## src/rtl/spi_pkg.sv

```systemverilog
// Shared types and constants for the SPI responder.
package spi_pkg;

    typedef enum logic [1:0] {
        WAIT_DESELECT = 2'd0,
        IDLE          = 2'd1,
        LOAD          = 2'd2,
        SHIFT         = 2'd3
    } spi_slave_state_t;

    localparam logic        SPI_IDLE_LEVEL  = 1'b1;
    localparam int unsigned SPI_SYNC_STAGES = 2;

endpackage

```

## src/rtl/spi_slave_if.sv

```systemverilog
// Host-side handshake plus SPI pins of the responder, bundled as one interface.
interface spi_slave_if #(
    parameter int unsigned DATASIZE = 8
);
    logic [DATASIZE-1:0] tx_data;
    logic                tx_valid;
    logic                tx_ready;
    logic [DATASIZE-1:0] rx_data;
    logic                rx_valid;
    logic                tx_underrun;
    logic                selected;
    logic                spi_clk;
    logic                spi_csn;
    logic                spi_sdi;
    logic                spi_sdo;

    modport slave (
        input  tx_data, tx_valid, spi_clk, spi_csn, spi_sdi,
        output tx_ready, rx_data, rx_valid, tx_underrun, selected, spi_sdo
    );

    modport master (
        output tx_data, tx_valid, spi_clk, spi_csn, spi_sdi,
        input  tx_ready, rx_data, rx_valid, tx_underrun, selected, spi_sdo
    );
endinterface

```

## src/rtl/spi_sync.sv

```systemverilog
// Multi-flop synchronizer for an asynchronous pin, with optional edge decode.
module spi_sync
    import spi_pkg::*;
#(
    parameter int unsigned STAGES      = SPI_SYNC_STAGES,
    parameter logic        RESET_VAL   = SPI_IDLE_LEVEL,
    parameter bit          EDGE_DETECT = 1'b1
) (
    input  logic clk,
    input  logic reset,
    input  logic d,
    output logic q,
    output logic rise_c,
    output logic fall_c
);

    logic [STAGES-1:0] sync_q;

    always_ff @(posedge clk) begin
        if (reset) begin
            sync_q <= {STAGES{RESET_VAL}};
        end else begin
            sync_q <= {sync_q[STAGES-2:0], d};
        end
    end

    assign q = sync_q[STAGES-1];

    // Edges come from comparing the synced value with one more delayed copy.
    if (EDGE_DETECT) begin : g_edge
        logic last_q;

        always_ff @(posedge clk) begin
            if (reset) begin
                last_q <= RESET_VAL;
            end else begin
                last_q <= q;
            end
        end

        assign rise_c = q & ~last_q;
        assign fall_c = ~q & last_q;
    end else begin : g_no_edge
        assign rise_c = 1'b0;
        assign fall_c = 1'b0;
    end

endmodule

```

## src/rtl/spi_slave.sv

```systemverilog
// SPI responder (clock idles high, sample on rising, MSB first) running entirely in the clk domain.
module spi_slave
    import spi_pkg::*;
#(
    parameter int unsigned         DATASIZE      = 8,
    parameter logic [DATASIZE-1:0] FILL_WORD     = '1,
    parameter int unsigned         CLK_FREQUENCY = 50_000_000,
    parameter int unsigned         SPI_FREQUENCY = 2_000_000
) (
    input logic        clk,
    input logic        reset,
    spi_slave_if.slave bus
);

    localparam int unsigned CNT_W    = $clog2(DATASIZE);
    localparam int unsigned SETTLE_W = $clog2(SPI_SYNC_STAGES + 1);

    if (DATASIZE < 2) begin : g_bad_size
        $error("spi_slave: DATASIZE must be at least 2");
    end
    if (64'(CLK_FREQUENCY) < 64'(SPI_FREQUENCY) * 64'd10) begin : g_bad_ratio
        $error("spi_slave: CLK_FREQUENCY must be at least 10x SPI_FREQUENCY");
    end

    logic sclk_unused, sclk_rise_c, sclk_fall_c;
    logic csn_q, csn_rise_c, csn_fall_c;
    logic sdi_q, sdi_rise_unused, sdi_fall_unused;

    spi_sync #(.EDGE_DETECT(1'b1)) u_sync_clk (
        .clk(clk), .reset(reset), .d(bus.spi_clk),
        .q(sclk_unused), .rise_c(sclk_rise_c), .fall_c(sclk_fall_c)
    );

    spi_sync #(.EDGE_DETECT(1'b1)) u_sync_csn (
        .clk(clk), .reset(reset), .d(bus.spi_csn),
        .q(csn_q), .rise_c(csn_rise_c), .fall_c(csn_fall_c)
    );

    spi_sync #(.EDGE_DETECT(1'b0)) u_sync_sdi (
        .clk(clk), .reset(reset), .d(bus.spi_sdi),
        .q(sdi_q), .rise_c(sdi_rise_unused), .fall_c(sdi_fall_unused)
    );

    spi_slave_state_t      state_q;
    logic [SETTLE_W-1:0]   settle_q;
    logic [DATASIZE-1:0]   hold_q;
    logic                  tx_ready_q;
    logic [DATASIZE-1:0]   tx_shift_q;
    logic [DATASIZE-2:0]   rx_shift_q;
    logic [CNT_W-1:0]      cnt_q;
    logic [DATASIZE-1:0]   rx_data_q;
    logic                  rx_valid_q;
    logic                  tx_underrun_q;
    logic                  selected_q;
    logic                  sdo_q;

    logic                  settled_c;
    logic [DATASIZE-1:0]   load_word_c;
    logic [DATASIZE-1:0]   rx_next_c;

    // The sync flops reset to idle, so trust the synced chip select only after they refill.
    assign settled_c   = (settle_q == SETTLE_W'(SPI_SYNC_STAGES));
    assign load_word_c = tx_ready_q ? FILL_WORD : hold_q;
    assign rx_next_c   = {rx_shift_q, sdi_q};

    always_ff @(posedge clk) begin
        if (reset) begin
            state_q       <= WAIT_DESELECT;
            settle_q      <= '0;
            hold_q        <= '0;
            tx_ready_q    <= 1'b1;
            tx_shift_q    <= '1;
            rx_shift_q    <= '0;
            cnt_q         <= '0;
            rx_data_q     <= '0;
            rx_valid_q    <= 1'b0;
            tx_underrun_q <= 1'b0;
            selected_q    <= 1'b0;
            sdo_q         <= SPI_IDLE_LEVEL;
        end else begin
            rx_valid_q    <= 1'b0;
            tx_underrun_q <= 1'b0;

            if (!settled_c) begin
                settle_q <= settle_q + SETTLE_W'(1);
            end

            if (bus.tx_valid && tx_ready_q) begin
                hold_q     <= bus.tx_data;
                tx_ready_q <= 1'b0;
            end

            // Deselect wins over everything, including a word completing in the same cycle.
            if (csn_rise_c) begin
                state_q    <= IDLE;
                selected_q <= 1'b0;
                sdo_q      <= SPI_IDLE_LEVEL;
            end else begin
                case (state_q)
                    WAIT_DESELECT: begin
                        if (settled_c && csn_q) begin
                            state_q <= IDLE;
                        end
                    end
                    IDLE: begin
                        if (csn_fall_c) begin
                            state_q    <= LOAD;
                            selected_q <= 1'b1;
                        end
                    end
                    LOAD: begin
                        if (tx_ready_q) begin
                            tx_underrun_q <= 1'b1;
                        end else begin
                            tx_ready_q <= !bus.tx_valid;
                            if (bus.tx_valid) begin
                                hold_q <= bus.tx_data;
                            end
                        end
                        // A falling edge right behind chip select must already shift the new MSB.
                        if (sclk_fall_c) begin
                            sdo_q      <= load_word_c[DATASIZE-1];
                            tx_shift_q <= {load_word_c[DATASIZE-2:0], 1'b0};
                        end else begin
                            tx_shift_q <= load_word_c;
                        end
                        cnt_q   <= CNT_W'(DATASIZE - 1);
                        state_q <= SHIFT;
                    end
                    SHIFT: begin
                        if (sclk_fall_c) begin
                            sdo_q      <= tx_shift_q[DATASIZE-1];
                            tx_shift_q <= {tx_shift_q[DATASIZE-2:0], 1'b0};
                        end
                        if (sclk_rise_c) begin
                            rx_shift_q <= rx_next_c[DATASIZE-2:0];
                            if (cnt_q != '0) begin
                                cnt_q <= cnt_q - CNT_W'(1);
                            end else begin
                                rx_data_q  <= rx_next_c;
                                rx_valid_q <= 1'b1;
                                state_q    <= LOAD;
                            end
                        end
                    end
                    default: begin
                        state_q <= WAIT_DESELECT;
                    end
                endcase
            end
        end
    end

    assign bus.tx_ready    = tx_ready_q;
    assign bus.rx_data     = rx_data_q;
    assign bus.rx_valid    = rx_valid_q;
    assign bus.tx_underrun = tx_underrun_q;
    assign bus.selected    = selected_q;
    assign bus.spi_sdo     = sdo_q;

endmodule

```

## src/flat_wrapper.sv

```systemverilog
// flat-port wrapper written by rule: the top's interface ports become plain ports
module spi_slave_flat import spi_pkg::*;
#(
    parameter int unsigned         DATASIZE      = 8,
    parameter logic [DATASIZE-1:0] FILL_WORD     = '1,
    parameter int unsigned         CLK_FREQUENCY = 50_000_000,
    parameter int unsigned         SPI_FREQUENCY = 2_000_000
)
  (clk, reset, bus_tx_data, bus_tx_valid, bus_spi_clk, bus_spi_csn, bus_spi_sdi, bus_tx_ready, bus_rx_data, bus_rx_valid, bus_tx_underrun, bus_selected, bus_spi_sdo);
  spi_slave_if #(.DATASIZE(DATASIZE)) bus_i ();
  input logic clk;
  input logic reset;
  input wire logic [$bits(bus_i.tx_data)-1:0] bus_tx_data;
  input wire logic [$bits(bus_i.tx_valid)-1:0] bus_tx_valid;
  input wire logic [$bits(bus_i.spi_clk)-1:0] bus_spi_clk;
  input wire logic [$bits(bus_i.spi_csn)-1:0] bus_spi_csn;
  input wire logic [$bits(bus_i.spi_sdi)-1:0] bus_spi_sdi;
  output wire logic [$bits(bus_i.tx_ready)-1:0] bus_tx_ready;
  output wire logic [$bits(bus_i.rx_data)-1:0] bus_rx_data;
  output wire logic [$bits(bus_i.rx_valid)-1:0] bus_rx_valid;
  output wire logic [$bits(bus_i.tx_underrun)-1:0] bus_tx_underrun;
  output wire logic [$bits(bus_i.selected)-1:0] bus_selected;
  output wire logic [$bits(bus_i.spi_sdo)-1:0] bus_spi_sdo;
  assign bus_i.tx_data = bus_tx_data;
  assign bus_i.tx_valid = bus_tx_valid;
  assign bus_i.spi_clk = bus_spi_clk;
  assign bus_i.spi_csn = bus_spi_csn;
  assign bus_i.spi_sdi = bus_spi_sdi;
  assign bus_tx_ready = bus_i.tx_ready;
  assign bus_rx_data = bus_i.rx_data;
  assign bus_rx_valid = bus_i.rx_valid;
  assign bus_tx_underrun = bus_i.tx_underrun;
  assign bus_selected = bus_i.selected;
  assign bus_spi_sdo = bus_i.spi_sdo;
  spi_slave #(.DATASIZE(DATASIZE), .FILL_WORD(FILL_WORD), .CLK_FREQUENCY(CLK_FREQUENCY), .SPI_FREQUENCY(SPI_FREQUENCY)) u_core (.clk(clk), .reset(reset), .bus(bus_i));
endmodule
```

## config.mk

```make
export PLATFORM = sky130hd
export DESIGN_NAME = spi_slave_flat
export DESIGN_NICKNAME = d
export VERILOG_FILES = /design/src/rtl/spi_pkg.sv /design/src/rtl/spi_slave_if.sv /design/src/rtl/spi_sync.sv /design/src/rtl/spi_slave.sv /design/src/flat_wrapper.sv
export SDC_FILE = /design/constraint.sdc
export NUM_CORES = 1
export LEC_CHECK = 0
export CORE_MARGIN = 5
export CORE_UTILIZATION = 30
export DETAILED_ROUTE_END_ITERATION = 12
export DONT_BUFFER_PORTS = 1
export PLACE_DENSITY = 0.46
export SLEW_MARGIN = 20
export SYNTH_ARGS = -nofsm -noshare
export SYNTH_HDL_FRONTEND = slang
export SYNTH_HIERARCHICAL = 1
export SYNTH_SLANG_ARGS = --single-unit
```

## constraint.sdc

```tcl
create_clock -name clk -period 1.6 [get_ports clk]
set_input_delay 0.32 -clock clk [delete_from_list [all_inputs] [get_ports clk]]
set_output_delay 0.32 -clock clk [all_outputs]
set_load 0.05 [all_outputs]
```

* Word level (Yosys, flattened, before mapping)
Cells that the tools add are included.
** Operators by class
- Muxes and demuxes :: 27
- Bitwise gates (word level) :: 13
- Reduce and logical (&&, ||, !) cells :: 17
- Add/sub/neg operators :: 2
- Equal/unequal tests :: 15
** Operators by type and width (count)
- 2-to-1 mux 8 bit :: 8
- one-hot mux 8 bit (2 select lines) :: 1
- AND reduction 4 bit :: 4
- inequality test 2 x 1 -> 1 bit, second input constant :: 6
- 2-to-1 mux 1 bit :: 9
- inequality test 3 x 1 -> 1 bit, second input constant :: 3
- inverter 1 bit :: 9
- AND reduction 3 bit :: 3
- 2-to-1 mux 2 bit :: 4
- one-hot mux 2 bit (4 select lines) :: 1
- equality test 2 bit, second input constant :: 3
- 2-to-1 mux 3 bit :: 2
- one-hot mux 3 bit (2 select lines) :: 1
- bitwise AND 1 bit :: 4
- OR reduction 4 bit :: 1
- inequality test 3 x 2 -> 1 bit, second input constant :: 1
- nonzero test 3 bit :: 1
- OR reduction 3 bit :: 1
- subtractor 3 x 1 -> 3 bit, second input constant :: 1
- adder 2 x 1 -> 2 bit, second input constant :: 1
- equality test 2 x 1 -> 1 bit, second input constant :: 1
- logical AND 1 bit :: 2
- logical NOT 2 bit :: 1
- inequality test 2 bit, second input constant :: 1
- other kinds (5) :: 5
** Word-level totals
- Bits in registers :: 51
- Logic and storage cells :: 92
- Input bits :: 14
- Output and inout bits :: 13

* Depth between registers and ports, before layout
Gate-level depths: netlist of the first run.
- Depth after elaboration :: 6
- Depth in mapped cells :: 7

* By module
Netlist of the first run, hierarchy kept.
** Modules (own cells, without submodules)
- spi_slave :: seq. area each 860.8 um2, cells each 212, instances 1, area an instance 1909.3 um2
- spi_sync (u_core.u_sync_clk ...) :: seq. area each 60.1 um2, cells each 8, instances 2, area an instance 92.6 um2
- spi_sync (u_core.u_sync_sdi) :: seq. area each 40.0 um2, cells each 7, instances 1, area an instance 71.3 um2

* Least setup slack after synthesis of the first run
No wires, ideal clock.
- Path kind :: reg2reg
- Start point :: register u_core.u_sync_clk.sync_q[1]
- End point :: register u_core.tx_shift_q[0]
- Data required time :: 1.480 ns
- Arrival time :: 1.234 ns
- Path buffers :: 2
- Clock period less this slack :: 1.353 ns
- Slack :: 0.247 ns
- Library setup time :: 0.120 ns
- Cell stages (with the launch flop) :: 7
- Path through :: dfxtp_1 -> and2b_1 -> buf_4 -> nor2b_2 -> nand2b_1 -> buf_2 -> a211o_1
** Between the ends
- Longest elaborated chain between the ends :: 4
- Elaborated cells on any way between the ends :: 6
** RTL lines
- start, declared :: line spi_sync.sv:17 : logic [STAGES-1:0] sync_q;
- start signal, assigned :: line spi_sync.sv:21 : sync_q <= {STAGES{RESET_VAL}};
- start signal, assigned :: line spi_sync.sv:23 : sync_q <= {sync_q[STAGES-2:0], d};
- inverter 1 bit * :: line spi_sync.sv:42 : assign fall_c = ~q & last_q;
- bitwise AND 1 bit * :: line spi_sync.sv:42
- named net u_core.sclk_fall_c :: line spi_slave.sv:25 : logic sclk_unused, sclk_rise_c, sclk_fall_c;
- 2-to-1 mux 8 bit / inequality test 2 x 1 -> 1 bit (equally long branches)
- one-hot mux 8 bit (2 select lines) / AND reduction 3 bit (equally long branches)
- end signal, assigned :: line spi_slave.sv:123 : tx_shift_q <= {load_word_c[DATASIZE-2:0], 1'b0};
- end signal, assigned :: line spi_slave.sv:125 : tx_shift_q <= load_word_c;
- end signal, assigned :: line spi_slave.sv:133 : tx_shift_q <= {tx_shift_q[DATASIZE-2:0], 1'b0};
- end, declared :: line spi_slave.sv:48 : logic [DATASIZE-1:0] tx_shift_q;
Mark *: on every way through the listed nets, which the timed path passes. The rest lies on a longest branch.
A chain may end at the register's enable or synchronous reset.

* Worst setup path after layout of the first run
- Start point :: register u_core.state_q[0]
- End point :: register u_core.rx_data_q[3], in the netlist u_core/bus.rx_data[3]
** Between the ends
- Longest elaborated chain between the ends :: 2
** RTL lines
- start, declared :: line spi_slave.sv:44 : spi_slave_state_t state_q;
- start signal, assigned :: line spi_slave.sv:68 : state_q <= WAIT_DESELECT;
- start signal, assigned :: line spi_slave.sv:95 : state_q <= IDLE;
- start signal, assigned :: line spi_slave.sv:102 : state_q <= IDLE;
- equality test 2 bit :: line spi_slave.sv:99 : case (state_q)
- AND reduction 4 bit (no source line)
- end signal, assigned :: line spi_slave.sv:140 : rx_data_q <= rx_next_c;
- end, declared :: line spi_slave.sv:51 : logic [DATASIZE-1:0] rx_data_q;
No other way between the ends.

==> results.md, run 1 <==
- CTS max path bufs: 2
- Antenna cells: 0
- Postcts setup bufs: 0
- Minimum clock period: 1430 ps
- Worst Slack Setup Final: 168 ps
- GR Overflow Total: 0
- Global placer's final weighted congestion: 0.730
- Starting density of the core: 31.3%
- Multi-input logic area: 1010 um^2
- DR iter-0 viols: 98
- Clk pwr share: 31.4%
- Dpl ws: 112 ps
- Seq pwr share: 55.5%
- CP startpoint kind: flop
- # hold bufs at CTS: 0
- Finished Core Util: 35.0%
- Largest net degree at the start of global routing: 35
- Final Net Count: 254
- Final Hold Slack: 82.7 ps
- Actual slew at the worst max-slew pin: 539 ps
- Hold crit path type: in2reg
- Finished Layout Cells: 334
- Die X: 94.6 um
- Die height: 94.6 um
- Worst Skew: 3.08 ps
- Max Cap Viol: 0
- IO Pins: 27
- Power Total: 2.54 mW
- Setup violators final: 0
- PD cells: 1060 nW/um^2
- Site row count: 30
- R2r worst-path depth: 5
- Initial DRT Pass Iterations: 4
- WL/cell: 12.9 um
- Logic pwr share: 13.1%
- CP required: 1790 ps
- First-pass GRT wire length: 7.45 mm
- Via count of the first global-routing pass: 1,562
- Switching share of power: 25.1%
- DRC viols: 0
- Hold Crit Depth: 1
- Hold Vio Cnt, Final: 0
- Clock latency on the worst-skew pair: 300 ps
- CP Capture Type: flop
- Post-DP HPWL: 2.89 mm
- Antenna Nets Post-Route: 0
- Area added between synthesis and finish: 12.0%
- Mean post-synth cell area: 9.25 um^2
- Setup TNS: 0 ps
- Layout cell share with drive strength beyond 1: 13.4%
- Seq. cell area: 1020 um^2
- Buffers on Ports: 0
- Clock transition at path regs: 90 ps
- H-tree Lvls: 2
- Total GRT Usage: 10.4%
- Syn Inst Count: 232
- Design area: 2400 um^2
- Vias per cell: 4.75
- Die area: 8950 um^2
- Fillers: 715
- Placed cells: 326
- Outcome: finished clean
- Max Fclk: 698 MHz
- Final WL: 4.32 mm
- CTS tree: built
- Leakage: 0.888 nW
- Clock tree sinks: 51
- Syn. warnings: 6
- RSZ-0062 raised after global routing: false
- Cell at the root of the clock tree: clkbuf_8
- Tcrit/Tclk final: 89.5%
- Worst Path Arrival: 1620 ps
- Slew Viols, Final: 0
- Post-synthesis cell area: 2150 um^2
- Worst vdd ir: 0.705 mV
- Cts repair resizes: 0
- Crit-path max FO: 17
- Critical path class: reg2reg
- Core footprint: 6870 um^2
- Switching pwr: 0.637 mW
- TritonCTS Buffers: 5
- Post-DP Area: 2300 um^2
- Internal Dissipation: 1.90 mW
- Synthesized net count: 249
- Initial antenna violation count: 0
- Max-Slew Margin vs Limit: 64.0%
- Routed vias: 1,586
==> power groups by stage <==
stage,clock network (mW),logic (mW),registers [mW]
detailed placement,0,0.336,1.44
floorplan,0,0.278,1.41
CTS,0.840,0.338,1.41
global route,0.879,0.392,1.42
finish,0.797,0.333,1.41
global placement,0,0.335,1.44
==> sequential cells by signal (all words and copies together), names as in the netlist, 2 cells and up <==
register                  count
u_core/bus.rx_data            8
u_core/hold_q                 8
u_core/tx_shift_q             8
u_core/rx_shift_q             7
u_core/cnt_q                  3
u_core/settle_q               2
u_core/state_q                2
u_core/u_sync_clk/sync_q      2
u_core/u_sync_csn/sync_q      2
u_core/u_sync_sdi/sync_q      2
==> cell usage in the layout (no fill, tap or decap), drive strengths merged, types with 3 or more instances in the layout <==
cell type and instances:
a211oi 4, a21oi 16, a31oi 3, and3 3
buf 15, clkbuf 8, dfxtp 51, ha 3
inv 4, mux2 7, mux2i 8, nand2 33
nand2b 5, nand4b 9, nor2 6, nor2b 4
nor3 3, o211ai 7, o21ai 17, o22ai 7
or2 8
==> routing by layer <==
layer / vias up / track usage (%) / wire length [um]
li1: 828 / - / -
met1: 728 / 13.9 / 2210
met2: 23 / 15.7 / 1850
met3: 7 / 3.19 / 198
met4: 0 / 3.61 / 57
met5: - / 0 / 0
==> worst max-delay path: stages, from the launching register on <==
cell	delay (ps)
dfxtp_1	560
buf_4	200
nand4b_1	100
buf_4	210
o21ai_0	170
a21oi_1	80
==> worst paths after layout <==
path	start	end	slack (ps)
worst min register to register	u_core/u_sync_clk/sync_q[0]	u_core/u_sync_clk/sync_q[1]	410
worst min-delay path	reset	u_core/settle_q[0]	80
worst max register to register	u_core/state_q[0]	u_core/bus.rx_data[3]	170
worst max-delay path	u_core/state_q[0]	u_core/bus.rx_data[3]	170
==> area by class of cell <==
type / count / area share, %
flip-flops and latches: 51 / 42.5
multi-input cells: 159 / 41.9
inverters: 5 / 0.780
well taps: 96 / 4.99
clock buffers: 8 / 4.16
repair buffers: 15 / 5.72
Note: power is estimated with default switching activity, not from simulation.
==> run 2, diff against run 1 <==
Settings changed: CAP_MARGIN set to 10, CORE_UTILIZATION 30 to 28, PLACE_DENSITY 0.46 to 0.43.
==> results.md, run 2 (same netlist as run 1, synthesis figures left out) <==
- Die area: 9520 um^2 (was 8950 um^2)
- Clock transition at path regs: 90 ps (about the same)
- Hold crit path type: in2reg (unchanged)
- Critical path startpoint: u_core/u_sync_csn/sync_q[1] (was u_core/state_q[0])
- Antenna cells: 0 (unchanged)
- Clock tree sinks: 51 (unchanged)
- CP required: 1830 ps (was 1790 ps)
- Antenna Nets Post-Route: 0 (unchanged)
- Critical path class: reg2reg (unchanged)
- Final WL: 4.36 mm (was 4.32 mm)
- Hold Vio Cnt, Final: 0 (unchanged)
- Routed vias: 1,634 (was 1,586)
- Leakage: 0.881 nW (was 0.888 nW)
- R2R Setup Slk: 140 ps (was 170 ps)
- Die X: 97.6 um (was 94.6 um)
- Slew Viols, Final: 0 (unchanged)
- Busiest layer in global routing: met2 (unchanged)
- Largest net degree at the start of global routing: 35 (unchanged)
- Worst r2r src: u_core/u_sync_csn/sync_q[1] (was u_core/state_q[0])
- Cts repair resizes: 0 (unchanged)
- Commonest non-fill, non-tap cell in the layout: dfxtp_1 (unchanged)
- CTS tree: built (unchanged)
- DRC viols: 0 (unchanged)
- Met3 usage: 3.45% (was 3.19%)
- Max-Slew Margin vs Limit: 64.3% (was 64.0%)
- # hold bufs at CTS: 0 (unchanged)
- CP startpoint kind: flop (unchanged)
- Core footprint: 7610 um^2 (was 6870 um^2)
- Setup violators final: 0 (unchanged)
- Grt met1 use: 12.8% (was 13.9%)
- Worst vdd ir: 0.468 mV (was 0.705 mV)
- Max Cap Viol: 0 (unchanged)
- Outcome: finished clean (unchanged)
- Layout cell share with drive strength beyond 1: 13.4% (about the same)
- R2r worst-path depth: 6 (was 5)
- Setup TNS: 0 ps (unchanged)
- Post-DP HPWL: 2.89 mm (about the same)
- Hold_sp: reset (unchanged)
- Via count of the first global-routing pass: 1,575 (was 1,562)
- Minimum clock period: 1460 ps (was 1430 ps)
- Global placer's final weighted congestion: 0.706 (was 0.730)
- Met2 Usage GRT: 13.9% (was 15.7%)
- Vias per cell: 4.79 (was 4.75)
- TritonCTS Buffers: 5 (unchanged)
- Number of cells on the critical path: 6 (was 5)
- Postcts setup bufs: 0 (unchanged)
- Final Net Count: 255 (was 254)
- H-tree Lvls: 2 (unchanged)
- Buf/Inv on CP: 2 (unchanged)
- IO Pins: 27 (unchanged)
- DR iter-0 viols: 97 (was 98)
- Initial antenna violation count: 0 (unchanged)
- Tcrit/Tclk final: 91.1% (was 89.5%)
- Worst Skew: 11.6 ps (was 3.08 ps)
- GR Overflow Total: 0 (unchanged)
- Max Fclk: 686 MHz (was 698 MHz)
- RSZ-0062 raised after global routing: false (unchanged)
- Critical path cell sequence: nor2b_1 > buf_4 > and4b_1 > buf_12 > nand4b_1 > a21oi_1 (was buf_4 > nand4b_1 > buf_4 > o21ai_0 > a21oi_1)
- Die height: 97.6 um (was 94.6 um)
- Finished Core Util: 31.6% (was 35.0%)
- Total GRT Usage: 9.42% (was 10.4%)
- CP Capture Type: flop (unchanged)
- Initial DRT Pass Iterations: 4 (unchanged)
- Worst Path Arrival: 1690 ps (was 1620 ps)
- PD cells: 1040 nW/um^2 (was 1060 nW/um^2)
- Worst path top cell family by delay: simple AND/OR/NAND/NOR gates (was flip-flops)
- WL/cell: 12.8 um (was 12.9 um)
- Clock latency on the worst-skew pair: 300 ps (about the same)
- Site row count: 32 (was 30)
- Most frequent cells in the layout: dfxtp_1 (51), nand2_1 (33), a21oi_1 (16) (unchanged)
- Worst path max stage delay: 370 ps (was 560 ps)
- Area added between synthesis and finish: 11.9% (was 12.0%)
- Starting density of the core: 28.2% (was 31.3%)
- Crit-path max FO: 15 (was 17)
- Crit-path slowest cell: and4b_1 (was dfxtp_1)
- Buffers on Ports: 0 (unchanged)
- Hold Crit Depth: 1 (unchanged)
- Cell at the root of the clock tree: clkbuf_8 (unchanged)
- Actual slew at the worst max-slew pin: 534 ps (was 539 ps)
- CTS max path bufs: 2 (unchanged)
- First-pass GRT wire length: 7.48 mm (was 7.45 mm)
-- run 2: report_power, final --
part	switching, mW	internal [mW]	leakage (nW)
clock	0.428	0.307	0.0412
sequential	0.0618	1.34	0.415
combinational	0.180	0.173	0.425
-- run 2: worst paths after layout --
path / to
setup reg to reg: u_core/bus.rx_data[4]
hold reg to reg: u_core/u_sync_csn/sync_q[1]
hold / removal: u_core/settle_q[0]
setup / recovery: u_core/bus.rx_data[4]
-- run 2: metal layers --
layer  wire [um]  part of all wire (%)
met1        2210                    51
met5           0                     0
met2        1830                    42
met3         275                   6.3
met4          40                  0.92
-- run 2: stage by stage --
step | hold slack (ps) | power (mW) | cells | instance area (um^2) | setup slack (ps)
after global placement | 394 | 1.78 | 333 | 2320 | 160
after detailed placement | 396 | 1.78 | 333 | 2320 | 149
after CTS | 65.3 | 2.53 | 341 | 2400 | 126
after global routing | 57.0 | 2.63 | 341 | 2400 | 39.2
after floorplan | 383 | 1.69 | 232 | 2150 | 247
final | 81.6 | 2.49 | 341 | 2400 | 142
-- run 2: cell type report --
cell class              instances  area (um^2)
clock buffers                   6         72.6
clock inverters                 2         12.5
fillers                       821         5200
inverters                       5         18.8
multi-input cells             159         1000
flip-flops and latches         51         1020
well taps                     102          128
repair buffers                 16          145
==> run 3, diff against run 2 <==
Settings changed: TNS_END_PERCENT set to 20.
==> results of run 3 <==
The final DEF is identical to that of run 2; final timing and power are the same.
